==> src/rtl/transmission_scan_ctrl.sv <==
// Sequencer for the 8-bit select/transmission stage: steps select 0..7, rebuilds the byte.
// Optional compare logic is built when TRANSMISSION_CHECK_EN is defined.
module transmission_scan_ctrl #(
    parameter int DWELL = 2,
    parameter int CNT_W = 4
) (
    input  logic       iClk,
    input  logic       iRst_n,
    input  logic       iValid,
    output logic       oReady,
    input  logic [7:0] iByte,
    output logic [7:0] oTxData,
    output logic       oA,
    output logic       oB,
    output logic       oC,
    input  logic [7:0] iRxData,
    output logic       oValid,
    input  logic       iReady,
    output logic [7:0] oByte,
    output logic       oBusy,
    output logic       oErr
);

    typedef enum logic [1:0] {
        ST_IDLE = 2'd0,
        ST_SCAN = 2'd1,
        ST_DONE = 2'd2
    } state_t;

    state_t           r_state;
    state_t           w_next;
    logic [2:0]       r_sel;
    logic [CNT_W-1:0] r_cnt;
    logic [7:0]       r_tx;
    logic [7:0]       r_byte;
    logic             r_valid;
    logic             w_idle;
    logic             w_accept;
    logic             w_sample;

    // Any encoding other than SCAN/DONE behaves as IDLE.
    assign w_idle   = (r_state != ST_SCAN) && (r_state != ST_DONE);
    assign w_accept = w_idle && iValid;
    assign w_sample = (r_state == ST_SCAN) && (r_cnt == CNT_W'(DWELL - 1));

    always_ff @(posedge iClk or negedge iRst_n) begin
        if (!iRst_n) r_state <= ST_IDLE;
        else         r_state <= w_next;
    end

    // NOTE: default assigned first so no path through the case leaves w_next unassigned (no latch).
    always_comb begin
        w_next = r_state;
        case (r_state)
            ST_IDLE: w_next = iValid ? ST_SCAN : ST_IDLE;
            ST_SCAN: if (w_sample && (r_sel == 3'd7)) w_next = ST_DONE;
            ST_DONE: if (r_valid && iReady) w_next = ST_IDLE;
            default: w_next = iValid ? ST_SCAN : ST_IDLE;
        endcase
    end

    // NOTE: sequential state uses <= so every register sees pre-edge values of the others.
    always_ff @(posedge iClk or negedge iRst_n) begin
        if (!iRst_n) begin
            r_sel   <= 3'd0;
            r_cnt   <= '0;
            r_tx    <= 8'h00;
            r_byte  <= 8'h00;
            r_valid <= 1'b0;
        end else if (w_accept) begin
            r_tx   <= iByte;
            r_byte <= 8'h00;
            r_sel  <= 3'd0;
            r_cnt  <= '0;
        end else if (r_state == ST_SCAN) begin
            if (w_sample) begin
                r_byte[r_sel] <= iRxData[r_sel];
                r_cnt         <= '0;
                if (r_sel != 3'd7) r_sel <= r_sel + 3'd1;
            end else begin
                r_cnt <= r_cnt + CNT_W'(1);
            end
        end else if (r_state == ST_DONE) begin
            // oValid rises one edge after entering DONE, giving 8*DWELL+1 edges of latency.
            if (!r_valid) begin
                r_valid <= 1'b1;
            end else if (iReady) begin
                r_valid <= 1'b0;
                r_sel   <= 3'd0;
            end
        end
    end

`ifdef TRANSMISSION_CHECK_EN
    logic r_err;
    logic w_mismatch;

    // The stage must pass only the selected bit and zero all others.
    assign w_mismatch = (iRxData[r_sel] != r_tx[r_sel]) ||
                        ((iRxData & ~(8'h01 << r_sel)) != 8'h00);

    always_ff @(posedge iClk or negedge iRst_n) begin
        if (!iRst_n)                    r_err <= 1'b0;
        else if (w_accept)              r_err <= 1'b0;
        else if (w_sample && w_mismatch) r_err <= 1'b1;
    end

    assign oErr = r_err;
`else
    assign oErr = 1'b0;
`endif

    assign {oA, oB, oC} = r_sel;
    assign oReady       = w_idle;
    assign oBusy        = !w_idle;
    assign oTxData      = r_tx;
    assign oByte        = r_byte;
    assign oValid       = r_valid;

endmodule

==> config.mk <==
export PLATFORM = sky130hd
export DESIGN_NAME = transmission_scan_ctrl
export DESIGN_NICKNAME = d
export VERILOG_FILES = /design/src/rtl/transmission_scan_ctrl.sv
export SDC_FILE = /design/constraint.sdc
export NUM_CORES = 1
export LEC_CHECK = 0
export BUFFER_PORTS_ARGS = -buffer_cell sky130_fd_sc_hd__buf_2
export CORE_MARGIN = 3
export CORE_UTILIZATION = 35
export CTS_BUF_LIST = sky130_fd_sc_hd__clkbuf_8
export DETAILED_ROUTE_END_ITERATION = 8
export GPL_TIMING_DRIVEN = 0
export PLACE_DENSITY = 0.64
export SLEW_MARGIN = 15
export SYNTH_ARGS = -nofsm -noshare
export SYNTH_HDL_FRONTEND = slang
export SYNTH_SLANG_ARGS = --single-unit
==> constraint.sdc <==
create_clock -name iClk -period 2.45 [get_ports iClk]
set_clock_uncertainty 0.2 [all_clocks]
set_input_delay 0.1225 -clock iClk [delete_from_list [all_inputs] [get_ports iClk]]
set_output_delay 0.1225 -clock iClk [all_outputs]
set_load 0.05 [all_outputs]
==> results of run 1 <==
==> worst reg2reg max path: stages (launching register included) <==
cell	delay (ns)
dfrtp_1	0.39
inv_1	0.09
ha_1	0.37
and2_1	0.14
clkbuf_1	0.28
clkbuf_1	0.38
nand2_1	0.12
nand2_1	0.07
==> per-layer routing <==
metal | global-route usage (%) | vias to the layer above | part of all wire (%)
met5 | 0 | - | 0
met4 | 0.7444 | 0 | 0.14
met3 | 4.269 | 2 | 5.0
met2 | 24.19 | 30 | 45
met1 | 20.18 | 527 | 50
li1 | - | 581 | -
==> cell families (layout without fill, tap and decap cells) <==
family | Yosys count | count (layout)
AOI/OAI and AO/OA | 27 | 27
xor gates and xnor gates | 2 | 2
adders and majority gates | 8 | 8
buffers and inverters | 12 | 66
DFF | 26 | 26
muxes | 9 | 9
other | 1 | 1
and+or+nand+nor | 53 | 53
==> cell usage after synthesis (2+ instances only) <==
master	count
a21oi_1	12
a22o_1	2
a311oi_1	3
and3_1	2
buf_6	2
clkbuf_1	4
dfrtp_1	26
ha_1	8
inv_1	5
mux2_2	3
mux2i_1	5
nand2_1	30
nand2b_1	2
nor2_1	9
nor3_1	5
o21ai_0	6
xor2_1	2
==> sequential cells by signal, summed over array words and instances (netlist names) <==
| register | count |
|---|---|
| r_cnt | 4 |
| r_sel | 3 |
| r_state | 2 |
| oValid | 1 |
| oByte | 8 |
| oTxData | 8 |
==> timing repair <==
action / 4_1_cts / 5_1_grt
endpoints found under the hold margin: 34 / 0
endpoints found under the setup margin: 0 / 0
hold buffers: 9 / 0
==> layout by cell type (no fill, tap or decap), drive strengths merged, types with 5 or more instances in the layout <==
cell type	count
a21oi	12
buf	44
clkbuf	7
dfrtp	26
dlygate4sd3	9
ha	8
inv	5
mux2i	5
nand2	30
nor2	9
nor3	5
o21ai	6
==> power by group through the flow <==
stage                     sequential, mW  clock [mW]  combinational, mW
after floorplan                    0.860           0              0.438
after global placement             0.598           0              0.896
after detailed placement           0.599           0              0.905
after CTS                          0.593       0.369              0.917
after global routing               0.611       0.385              0.996
final                              0.593       0.356              0.909
==> layout make-up <==
class,count,area [um2],share of cell area (%)
repair buffers,50,295.3,16.54
multi-input cells,100,644.4,36.09
well taps,48,60.06,3.364
flip-flops and latches,26,650.6,36.44
clock buffers,3,41.29,2.313
inverters,5,18.77,1.051
clock inverters,1,30.03,1.682
plain buffers,7,45.04,2.523
==> worst max-delay path by stage <==
stage	to	slack [ns]	depth (start not counted)
final	oTxData[6]$_DFFE_PN0P_	0.35	7
after global routing	oTxData[3]$_DFFE_PN0P_	0.1	7
after CTS	oTxData[6]$_DFFE_PN0P_	0.32	7
after detailed placement	oTxData[6]$_DFFE_PN0P_	0.35	7
after global placement	oTxData[6]$_DFFE_PN0P_	0.37	7
after floorplan	r_sel[0]$_DFFE_PN0P_	0.32	6
==> qor.log, run 1 <==
INFO  clock_tree     clock_tree.root_cell=clkbuf_8
INFO  synthesis      synth_fp_nets=166
INFO  timing         rsz_0062_raised_after_global_routing=no
INFO  synthesis      ys_types=29
INFO  die            floorplan.core_area=0.003689mm2
INFO  power          ir_drop=0.0005575V
INFO  clock_tree     numClockSinks=26
INFO  timing         finalHoldViolCount=0
INFO  power          sw_frac_of_total=45.23%
INFO  die            die_width=68.31um
INFO  clock_tree     numCtsBuffers=3
INFO  critical_path  worst_ep_arrival_time=2.11ns
INFO  synthesis      synth_top_family_by_area=simple AND/OR/NAND/NOR gates
INFO  finish         area_growth_syn_to_layout=31.40%
INFO  placement      dp.final_hpwl=2.082mm
INFO  clock_tree     clk_path_buf_depth=2
INFO  critical_path  critical_path.startpoint=r_state[0]$_DFFE_PN0P_
INFO  synthesis      cell_type_with_the_largest_total_area_after_synthesis=dfrtp_1
INFO  die            fp.dieArea=0.004666mm2
INFO  synthesis      synth.yosys.seq_area_share=47.88%
INFO  synthesis      synth_ff_type=dfrtp_1
INFO  die            number_of_ports_placed_on_the_die_boundary=43
INFO  power          power_density=1041mW/mm2
INFO  critical_path  critPathRequiredTime=2.46ns
INFO  clock_tree     cts.repair.resized=0
INFO  global_route   grt_remaining_overflow=0
INFO  critical_path  top_family_by_delay_on_critical_path=buffers and inverters
INFO  synthesis      syn_area_per_cell=9.846um2
INFO  detailed_routing wl_per_cell=12.30um
INFO  finish         drive_above_1_share=28.13%
INFO  power          power.share.clock=19.2%
INFO  global_route   globalRouteTotalUtil=14.74%
INFO  hold_path      min_to=oByte[6]$_DFFE_PN0P_
INFO  critical_path  setup_slack_of_the_most_critical_reg_to_reg_path=0.35ns
INFO  critical_path  cp_launch_type=register
INFO  synthesis      synth_adder_area_share=7.366%
INFO  placement      io_buffers=41
INFO  synthesis      yosys_register_bits=26
INFO  timing         period_share=85.73%
INFO  global_route   antenna_violations_before_repair=0
INFO  power          power.combinational.fraction=48.9%
INFO  synthesis      synth_xor_xnor_area_share=1.289%
INFO  detailed_routing route.final.wire_length=2.952mm
INFO  timing         postLayoutSetupSlackWorst=0.3497ns
INFO  finish         final_cell_count_no_fill=240
INFO  timing         worst_pin_slew=0.5942ns
INFO  detailed_routing drt_iter0_drc=51
INFO  synthesis      yosysTopAreaCellShare=47.88%
INFO  synthesis      synth_enable_flop_cells=0
INFO  clock_tree     worst_skew_pair.late_latency=0.27ns
INFO  die            num_rows=22
INFO  die            start_util=36.84%
INFO  finish         utilization=48.41%
INFO  critical_path  cp-end-kind=register
INFO  hold_path      holdCritStartpoint=iValid
INFO  detailed_routing detail-route-antenna-nets=0
INFO  critical_path  max_fanout_on_critical_path=10
INFO  synthesis      synth_simple_gate_area_share=17.68%
INFO  synthesis      muxShareOfSynthArea=7.274%
INFO  synthesis      synth.area.top_cells=dfrtp_1, nand2_1, ha_1
INFO  power          static-leakage-power=0.9301nW
INFO  clock_tree     clk_pin_slew=0.09ns
INFO  run            max_cap_violations=0
INFO  timing         setup_viol=0
INFO  synthesis      fraction_of_registers_with_async_set_or_reset_after_synthesis=100.0%
INFO  synthesis      synth-warning-count=0
INFO  synthesis      synth_area=0.001359mm2
INFO  detailed_routing routed_via_density=4.750
INFO  placement      gp_congestion=0.7449
INFO  critical_path  cells_traversed_along_the_worst_timing_path=inv_1 > ha_1 > and2_1 > clkbuf_1 > clkbuf_1 > nand2_1 > nand2_1
INFO  critical_path  cpMaxStageDelayCell=dfrtp_1
INFO  detailed_routing detail_route.first_pass.iterations=4
INFO  global_route   grt_pass1_wl=5.278mm
INFO  clock_tree     ctsHtreeMaxLevel=1
INFO  clock_tree     postCtsSetupRepairBufs=0
INFO  timing         setup_tns=0ns
INFO  global_route   grt_start_max_net_pins=27
INFO  hold_path      hold_path_depth=4
INFO  critical_path  cpPeakStageDelay=0.39ns
INFO  outcome        status=finished, final reports clean
INFO  placement      place.detailed.instances=227
INFO  critical_path  r2r-end=oTxData[6]$_DFFE_PN0P_
INFO  hold_path      hold_class=in2reg
INFO  critical_path  cp.buffers_inverters=3
INFO  critical_path  crit_type=reg2reg
INFO  timing         maxSlewViolCount=0
INFO  placement      post_dp_cell_area=0.001624mm2
INFO  detailed_routing drc=0
INFO  power          net-switching-power=840.4uW
INFO  timing         fin_hold_ws=0.03798ns
INFO  finish         fin_nets=221
INFO  power          finalPower=1.858mW
INFO  critical_path  reg2reg_depth=7
INFO  placement      pre_cts_ws=0.3508ns
INFO  detailed_routing route.vias.total=1140
INFO  power          power.share.sequential=31.9%
INFO  timing         max_freq=476.1MHz
INFO  synthesis      synth_compound_gate_area_share=13.54%
INFO  finish         final_area=0.001785mm2
INFO  finish         n_fill_cell=379
INFO  synthesis      syn_inst=138
INFO  clock_tree     tritoncts=yes
INFO  global_route   via_count_of_the_first_global_routing_pass=1136
INFO  critical_path  crit-reg2reg-launch=r_state[0]$_DFFE_PN0P_
INFO  die            die_h=68.31um
INFO  finish         antennaDiodeCount=0
INFO  power          cell_internal_pwr=1.017mW
INFO  timing         max_slew_headroom_at_the_worst_pin=60.39%
INFO  timing         post-route-min-period=2.100ns
Power figures use the tool's default switching activity.
==> run 2, diff against run 1 <==
CORE_UTILIZATION = 52   (was 35)
PLACE_DENSITY = 0.81   (was 0.64)
SLEW_MARGIN = not set   (was 15)
==> run 2 against run 1 <==
- register-to-register slack better by 0.06 ns
- cell count shrank 8.3%
- via count increased by 8.2%
- sequential share of layout area up 0.52 points
- wire length grew 14%
- first-iteration DRC count fell by 9.8%
- maximum frequency is 3.1% higher
- combinational power up 1%
- critical path depth up 1
- flip-flop and latch count stayed put
- die area down 30%
- largest cell class unchanged
==> qor.log, run 2 (synthesis results as in run 1) <==
INFO  die            start_util=58.07% [was 36.84%]
INFO  timing         rsz_0062_raised_after_global_routing=no [unchanged]
INFO  global_route   grt_remaining_overflow=0 [unchanged]
INFO  placement      pre_cts_ws=0.4302ns [was 0.3508 ns]
INFO  detailed_routing routedLengthMet1=1.432mm [was 1.475 mm]
INFO  placement      gp_congestion=0.8397 [was 0.7449]
INFO  finish         most_common_cell_after_layout_fill_and_taps_aside=buf_2 [unchanged]
INFO  clock_tree     clk_path_buf_depth=2 [unchanged]
INFO  clock_tree     postCtsSetupRepairBufs=0 [unchanged]
INFO  detailed_routing route.final.wire_length=3.351mm [was 2.952 mm]
INFO  timing         setup_tns=0ns [unchanged]
INFO  critical_path  cp.buffers_inverters=3 [unchanged]
INFO  power          power.combinational.fraction=49.4% [was 48.9%]
INFO  critical_path  cp-end-kind=register [unchanged]
INFO  detailed_routing drt_iter0_drc=46 [was 51]
INFO  detailed_routing top_layer_used=met4 [unchanged]
INFO  power          power_density=1060mW/mm2 [was 1041 mW/mm2]
INFO  run            max_cap_violations=0 [unchanged]
INFO  finish         drive_above_1_share=28.13% [unchanged]
INFO  detailed_routing route.vias.total=1234 [was 1140]
INFO  detailed_routing route.met3.wl=150um [was 149 um]
INFO  finish         fin_nets=221 [unchanged]
INFO  die            die_width=57.12um [was 68.31 um]
INFO  detailed_routing wl_per_cell=15.23um [was 12.30 um]
INFO  clock_tree     numClockSinks=26 [unchanged]
INFO  timing         postLayoutSetupSlackWorst=0.4129ns [was 0.3497 ns]
INFO  finish         area_growth_syn_to_layout=29.56% [was 31.40%]
INFO  clock_tree     clock_tree.root_cell=clkbuf_8 [unchanged]
INFO  critical_path  cells_traversed_along_the_worst_timing_path=inv_1 > ha_1 > buf_6 > nand4bb_1 > clkbuf_1 > nor2_1 > a21oi_1 > a311oi_1 [was inv_1 > ha_1 > and2_1 > clkbuf_1 > clkbuf_1 > nand2_1 > nand2_1]
INFO  critical_path  critPathRequiredTime=2.42ns [was 2.46 ns]
INFO  finish         top_library_cells_by_usage_in_the_layout_fill_and_taps_aside=buf_2, nand2_1, dfrtp_1 [unchanged]
INFO  clock_tree     clk_pin_slew=0.09ns [about the same]
INFO  critical_path  cp_launch_type=register [unchanged]
INFO  timing         setup_viol=0 [unchanged]
INFO  critical_path  crit_type=reg2reg [unchanged]
INFO  finish         final_cell_count_no_fill=220 [was 240]
INFO  power          ir_drop=0.0007618V [was 0.0005575 V]
INFO  detailed_routing drc=0 [unchanged]
INFO  clock_tree     worst_skew_pair.late_latency=0.27ns [about the same]
INFO  timing         period_share=83.15% [was 85.73%]
INFO  outcome        status=finished, final reports clean [unchanged]
INFO  placement      dp.final_hpwl=2.436mm [was 2.082 mm]
INFO  power          sw_frac_of_total=45.37% [was 45.23%]
INFO  clock_tree     numCtsBuffers=3 [unchanged]
INFO  die            num_rows=17 [was 22]
INFO  critical_path  top_family_by_delay_on_critical_path=buffers and inverters [unchanged]
INFO  finish         utilization=75.24% [was 48.41%]
INFO  clock_tree     tritoncts=yes [unchanged]
INFO  timing         post-route-min-period=2.037ns [was 2.100 ns]
INFO  global_route   antenna_violations_before_repair=0 [unchanged]
INFO  timing         finalHoldViolCount=0 [unchanged]
INFO  hold_path      hold_class=in2reg [unchanged]
INFO  power          power.share.sequential=31.7% [was 31.9%]
INFO  die            floorplan.core_area=0.002340mm2 [was 0.003689 mm2]
INFO  power          cell_internal_pwr=1.019mW [was 1.017 mW]
INFO  detailed_routing detail-route-antenna-nets=0 [unchanged]
INFO  power          power.share.clock=18.9% [was 19.2%]
INFO  detailed_routing met2RoutedLength=1.687mm [was 1.323 mm]
INFO  detailed_routing detail_route.first_pass.iterations=4 [unchanged]
INFO  critical_path  max_fanout_on_critical_path=10 [unchanged]
INFO  critical_path  worst_ep_arrival_time=2.01ns [was 2.11 ns]
INFO  critical_path  cpPeakStageDelay=0.41ns [was 0.39 ns]
INFO  finish         antennaDiodeCount=0 [unchanged]
INFO  timing         maxSlewViolCount=0 [unchanged]
INFO  global_route   globalRouteTotalUtil=22.43% [was 14.74%]
INFO  timing         fin_hold_ws=0.05674ns [was 0.03798 ns]
INFO  timing         max_slew_headroom_at_the_worst_pin=61.49% [was 60.39%]
INFO  global_route   grt_pass1_wl=5.761mm [was 5.278 mm]
INFO  die            number_of_ports_placed_on_the_die_boundary=43 [unchanged]
INFO  critical_path  cpMaxStageDelayCell=dfrtp_1 [unchanged]
INFO  power          net-switching-power=846.3uW [was 840.4 uW]
INFO  die            fp.dieArea=0.003263mm2 [was 0.004666 mm2]
INFO  timing         max_freq=490.9MHz [was 476.1 MHz]
INFO  clock_tree     ctsHtreeMaxLevel=1 [unchanged]
INFO  placement      place.detailed.instances=207 [was 227]
INFO  placement      io_buffers=41 [unchanged]
INFO  global_route   via_count_of_the_first_global_routing_pass=1290 [was 1136]
INFO  die            die_h=57.12um [was 68.31 um]
INFO  power          static-leakage-power=0.9301nW [unchanged]
INFO  global_route   grt_start_max_net_pins=27 [unchanged]
INFO  detailed_routing routed_via_density=5.609 [was 4.750]
INFO  timing         worst_pin_slew=0.5776ns [was 0.5942 ns]
## run 2: metal layers
metal / up-vias / global-route usage [%]
li1: 573 / -
met3: 10 / 3.620
met5: - / 0
met2: 45 / 37.85
met4: 0 / 10.26
met1: 606 / 28.16
## run 2: final cells by class
cell class,count,area [um2]
Sequential cell,26,650.6
Multi-Input combinational cell,100,644.4
Fill cell,177,579.3
Timing Repair Buffer,50,295.3
Buffer,7,45.04
Clock buffer,3,41.29
Tap cell,28,35.03
Clock inverter,1,30.03
Inverter,5,18.77
## run 2: worst paths after layout
path / to / slack [ns] / start / cells past startpoint
setup / recovery: oByte[1]$_DFFE_PN0P_ / 0.41 / r_state[1]$_DFFE_PN0P_ / 8
hold / removal: oByte[4]$_DFFE_PN0P_ / 0.06 / iValid / 4
setup reg to reg: oByte[1]$_DFFE_PN0P_ / 0.41 / r_state[1]$_DFFE_PN0P_ / 8
hold reg to reg: oTxData[2]$_DFFE_PN0P_ / 0.28 / oTxData[2]$_DFFE_PN0P_ / 2
max in group asynchronous: oByte[4]$_DFFE_PN0P_ / 1.48 / iRst_n / 2
min in group asynchronous: r_sel[1]$_DFFE_PN0P_ / 0.19 / iRst_n / 2
## run 2: worst register-to-register path: stages, from the launching register on
cell and delay, ns:
dfrtp_1 0.41, inv_1 0.11, ha_1 0.17, buf_6 0.14, nand4bb_1 0.10, clkbuf_1 0.19, nor2_1 0.25, a21oi_1 0.11
a311oi_1 0.26
## run 2: through the flow
step,area [um2],power [mW]
6_report,1760,1.865
5_1_grt,1760,1.981
4_1_cts,1760,1.873
3_5_place_dp,1599,1.506
3_3_place_gp,1599,1.474
2_1_floorplan,1359,1.297
## run 2: power groups by stage
stage | combinational, mW | sequential, mW | clock, mW
floorplan | 0.438 | 0.860 | 0
global placement | 0.883 | 0.591 | 0
detailed placement | 0.908 | 0.598 | 0
CTS | 0.921 | 0.591 | 0.360
global route | 0.995 | 0.607 | 0.379
finish | 0.921 | 0.591 | 0.353
## run 2: what timing repair did
action / CTS / global route
gates resized for setup: 0 / 0
hold endpoints to repair: 34 / 0
hold buffers: 9 / 0
==> run 3, diff against run 2 <==
ABC_AREA = 1   (was not set)
CORE_UTILIZATION = 53   (was 52)
clock period = 2.1 ns   (was 2.45 ns; I/O delays follow)
==> run 3 against run 2 <==
- synthesized cell count rose by 53%
- power rose by 21%
- wire length fell by 1.8%
- die area rose by 7.5%
- via count rose by 16%
- design area rose by 8.8%
- critical path depth did not move
- combinational power rose by 25%
- area after synthesis rose by 10%
- first-iteration DRC count rose by 74%
==> qor.log, run 3 <==
INFO  outcome        status=finished, final reports clean [unchanged]
INFO  critical_path  top_family_by_delay_on_critical_path=buffers and inverters [unchanged]
INFO  detailed_routing route.final.wire_length=3.291mm [was 3.351 mm]
INFO  global_route   globalRouteTotalUtil=19.68% [was 22.43%]
INFO  global_route   antenna_violations_before_repair=0 [unchanged]
INFO  synthesis      synth.yosys.seq_area_share=43.33% [was 47.88%]
INFO  critical_path  worst_ep_arrival_time=1.91ns [was 2.01 ns]
INFO  finish         fin_nets=295 [was 221]
INFO  timing         max_freq=516.0MHz [was 490.9 MHz]
INFO  clock_tree     clk_pin_slew=0.10ns [was 0.09 ns]
INFO  die            die_width=59.23um [was 57.12 um]
INFO  power          ir_drop=0.0008757V [was 0.0007618 V]
INFO  run            max_cap_violations=0 [unchanged]
INFO  die            number_of_ports_placed_on_the_die_boundary=43 [unchanged]
INFO  synthesis      synth_area=0.001501mm2 [was 0.001359 mm2]
INFO  detailed_routing drt_iter0_drc=80 [was 46]
INFO  timing         fin_hold_ws=0.08381ns [was 0.05674 ns]
INFO  placement      dp.final_hpwl=2.250mm [was 2.436 mm]
INFO  power          power_density=1183mW/mm2 [was 1060 mW/mm2]
INFO  clock_tree     postCtsSetupRepairBufs=0 [unchanged]
INFO  clock_tree     ctsHtreeMaxLevel=1 [unchanged]
INFO  clock_tree     clock_tree.root_cell=clkbuf_8 [unchanged]
INFO  timing         setup_tns=0ns [unchanged]
INFO  synthesis      yosysTopAreaCellShare=43.33% [was 47.88%]
INFO  finish         antennaDiodeCount=0 [unchanged]
INFO  synthesis      synth-warning-count=0 [unchanged]
INFO  synthesis      synth.top_cells.by_count=nand2_1, inv_1, dfrtp_1 [was nand2_1, dfrtp_1, a21oi_1]
INFO  clock_tree     tritoncts=yes [unchanged]
INFO  finish         most_common_cell_after_layout_fill_and_taps_aside=nand2_1 [was buf_2]
INFO  hold_path      hold_class=in2reg [unchanged]
INFO  critical_path  cp_launch_type=register [unchanged]
INFO  detailed_routing wl_per_cell=11.12um [was 15.23 um]
INFO  synthesis      synth_ff_type=dfrtp_1 [unchanged]
INFO  die            num_rows=18 [was 17]
INFO  die            fp.dieArea=0.003508mm2 [was 0.003263 mm2]
INFO  critical_path  cells_traversed_along_the_worst_timing_path=inv_1 > ha_1 > nand2_1 > inv_1 > clkbuf_1 > nor2_1 > nand3_1 > nand2_1 [was inv_1 > ha_1 > buf_6 > nand4bb_1 > clkbuf_1 > nor2_1 > a21oi_1 > a311oi_1]
INFO  timing         setup_viol=0 [unchanged]
INFO  synthesis      synth_fp_nets=239 [was 166]
INFO  detailed_routing detail_route.first_pass.iterations=5 [was 4]
INFO  detailed_routing drc=0 [unchanged]
INFO  timing         rsz_0062_raised_after_global_routing=no [unchanged]
INFO  clock_tree     clk_path_buf_depth=2 [unchanged]
INFO  global_route   grt_start_max_net_pins=27 [unchanged]
INFO  timing         finalHoldViolCount=0 [unchanged]
INFO  timing         post-route-min-period=1.938ns [was 2.037 ns]
INFO  synthesis      cell_type_with_the_largest_total_area_after_synthesis=dfrtp_1 [unchanged]
INFO  global_route   via_count_of_the_first_global_routing_pass=1273 [was 1290]
INFO  critical_path  cpMaxStageDelayCell=clkbuf_1 [was dfrtp_1]
INFO  synthesis      syn_inst=211 [was 138]
INFO  critical_path  max_fanout_on_critical_path=10 [unchanged]
INFO  clock_tree     worst_skew_pair.late_latency=0.27ns [about the same]
INFO  detailed_routing routed_via_density=4.818 [was 5.609]
INFO  synthesis      ys_types=23 [was 29]
INFO  finish         top_library_cells_by_usage_in_the_layout_fill_and_taps_aside=nand2_1, buf_2, inv_1 [was buf_2, nand2_1, dfrtp_1]
INFO  detailed_routing route.vias.total=1426 [was 1234]
INFO  die            floorplan.core_area=0.002590mm2 [was 0.002340 mm2]
INFO  synthesis      syn_area_per_cell=7.116um2 [was 9.846 um2]
INFO  critical_path  crit_type=reg2reg [unchanged]
INFO  synthesis      fraction_of_registers_with_async_set_or_reset_after_synthesis=100.0% [unchanged]
INFO  critical_path  cp-end-kind=register [unchanged]
INFO  finish         drive_above_1_share=21.05% [was 28.13%]
INFO  timing         maxSlewViolCount=0 [unchanged]
INFO  die            start_util=57.97% [was 58.07%]
INFO  die            die_h=59.23um [was 57.12 um]
INFO  global_route   grt_pass1_wl=5.319mm [was 5.761 mm]
INFO  placement      gp_congestion=0.8349 [was 0.8397]
INFO  critical_path  cpPeakStageDelay=0.39ns [was 0.41 ns]
INFO  clock_tree     numClockSinks=26 [unchanged]
INFO  critical_path  cp.buffers_inverters=3 [unchanged]
INFO  synthesis      synth_enable_flop_cells=0 [unchanged]
INFO  finish         area_growth_syn_to_layout=27.58% [was 29.56%]
INFO  timing         worst_pin_slew=0.5631ns [was 0.5776 ns]
INFO  timing         max_slew_headroom_at_the_worst_pin=62.46% [was 61.49%]
INFO  power          static-leakage-power=1.190nW [was 0.9301 nW]
INFO  clock_tree     numCtsBuffers=3 [unchanged]
INFO  synthesis      synthMostInstantiatedCell=nand2_1 [unchanged]
INFO  placement      io_buffers=41 [unchanged]
INFO  synthesis      synth.area.top_cells=dfrtp_1, nand2_1, inv_1 [was dfrtp_1, nand2_1, ha_1]
INFO  timing         period_share=92.29% [was 83.15%]
INFO  critical_path  critPathRequiredTime=2.07ns [was 2.42 ns]
INFO  synthesis      yosys_register_bits=26 [unchanged]
INFO  global_route   grt_remaining_overflow=0 [unchanged]
INFO  detailed_routing detail-route-antenna-nets=0 [unchanged]
## run 3: cell count changes in the layout (fill, tap and decap cells not counted), sizes merged, moves of 4 or more
| cell | delta |
|---|---|
| nand2 | +64 |
| inv | +28 |
| nand3 | +9 |
| nor2 | +8 |
| mux2i | -5 |
| a21oi | -4 |
| nor3 | -4 |
## run 3: per-layer routing
| metal | track usage (%) | routed length, um | up-vias |
|---|---|---|---|
| met5 | 0 | 0 | - |
| met4 | 3.236 | 19 | 0 |
| met3 | 3.486 | 224 | 4 |
| met2 | 34.63 | 1603 | 46 |
| met1 | 25.49 | 1444 | 639 |
| li1 | - | - | 737 |
## run 3: tightest hold or removal path: cells and delay by family
kind / cells / cell delay, ns
buf+inv: 2 / 0.24
simple gates: 2 / 0.15
compound gates: 1 / 0.03
## run 3: power by group
part | leakage, nW | internal [mW] | total [mW] | switching, mW
Clock | 0.0357 | 0.255 | 0.419 | 0.164
Sequential | 0.346 | 0.615 | 0.700 | 0.0847
Combinational | 0.809 | 0.295 | 1.15 | 0.852
Total | 1.19 | 1.17 | 2.27 | 1.10
## run 3: final cells by class
cell class | instances | area (um2)
Multi-Input combinational cell | 146 | 680.7
Fill cell | 207 | 674.4
Sequential cell | 26 | 650.6
Timing Repair Buffer | 51 | 305.3
Inverter | 33 | 123.9
Buffer | 6 | 46.29
Clock buffer | 3 | 41.29
Tap cell | 30 | 37.54
Clock inverter | 1 | 30.03
## run 3: metrics by stage
stage	power [mW]	util (%)	setup slack, ns	cells	instance area [um2]
finish	2.266	73.96	0.1620	296	1916
global route	2.417	73.96	0.04541	296	1916
CTS	2.265	73.96	0.1718	296	1916
detailed placement	1.828	67.34	0.1893	282	1744
global placement	1.811	67.34	0.1998	282	1744
floorplan	1.568	-	0.07644	211	1501
## run 3: worst paths after layout
kind	slack, ns	from	end	cells after the start
max	0.16	r_state[0]$_DFFE_PN0P_	r_sel[1]$_DFFE_PN0P_	8
min	0.08	iValid	oByte[4]$_DFFE_PN0P_	5
max reg2reg	0.16	r_state[0]$_DFFE_PN0P_	r_sel[1]$_DFFE_PN0P_	8
min reg2reg	0.29	r_cnt[2]$_DFFE_PN0P_	r_cnt[2]$_DFFE_PN0P_	1
max in group asynchronous	1.18	iRst_n	oValid$_DFFE_PN0P_	2
min in group asynchronous	0.15	iRst_n	r_sel[1]$_DFFE_PN0P_	2
## run 3: timing repair
item	in CTS	in global routing
resized for setup	0	0
hold buffers	10	0
hold endpoints to repair	35	0
## run 3: cell families after synthesis
family | share of synthesized area, %
AND/OR/NAND/NOR | 31.92
multiplexers | 0.7499
adder cells (fa/ha/maj) | 6.667
AO/OA/AOI/OAI | 5.166
flip-flops | 43.33
XOR/XNOR | 0.5834
buffers and inverters | 11.33
other | 0.2498
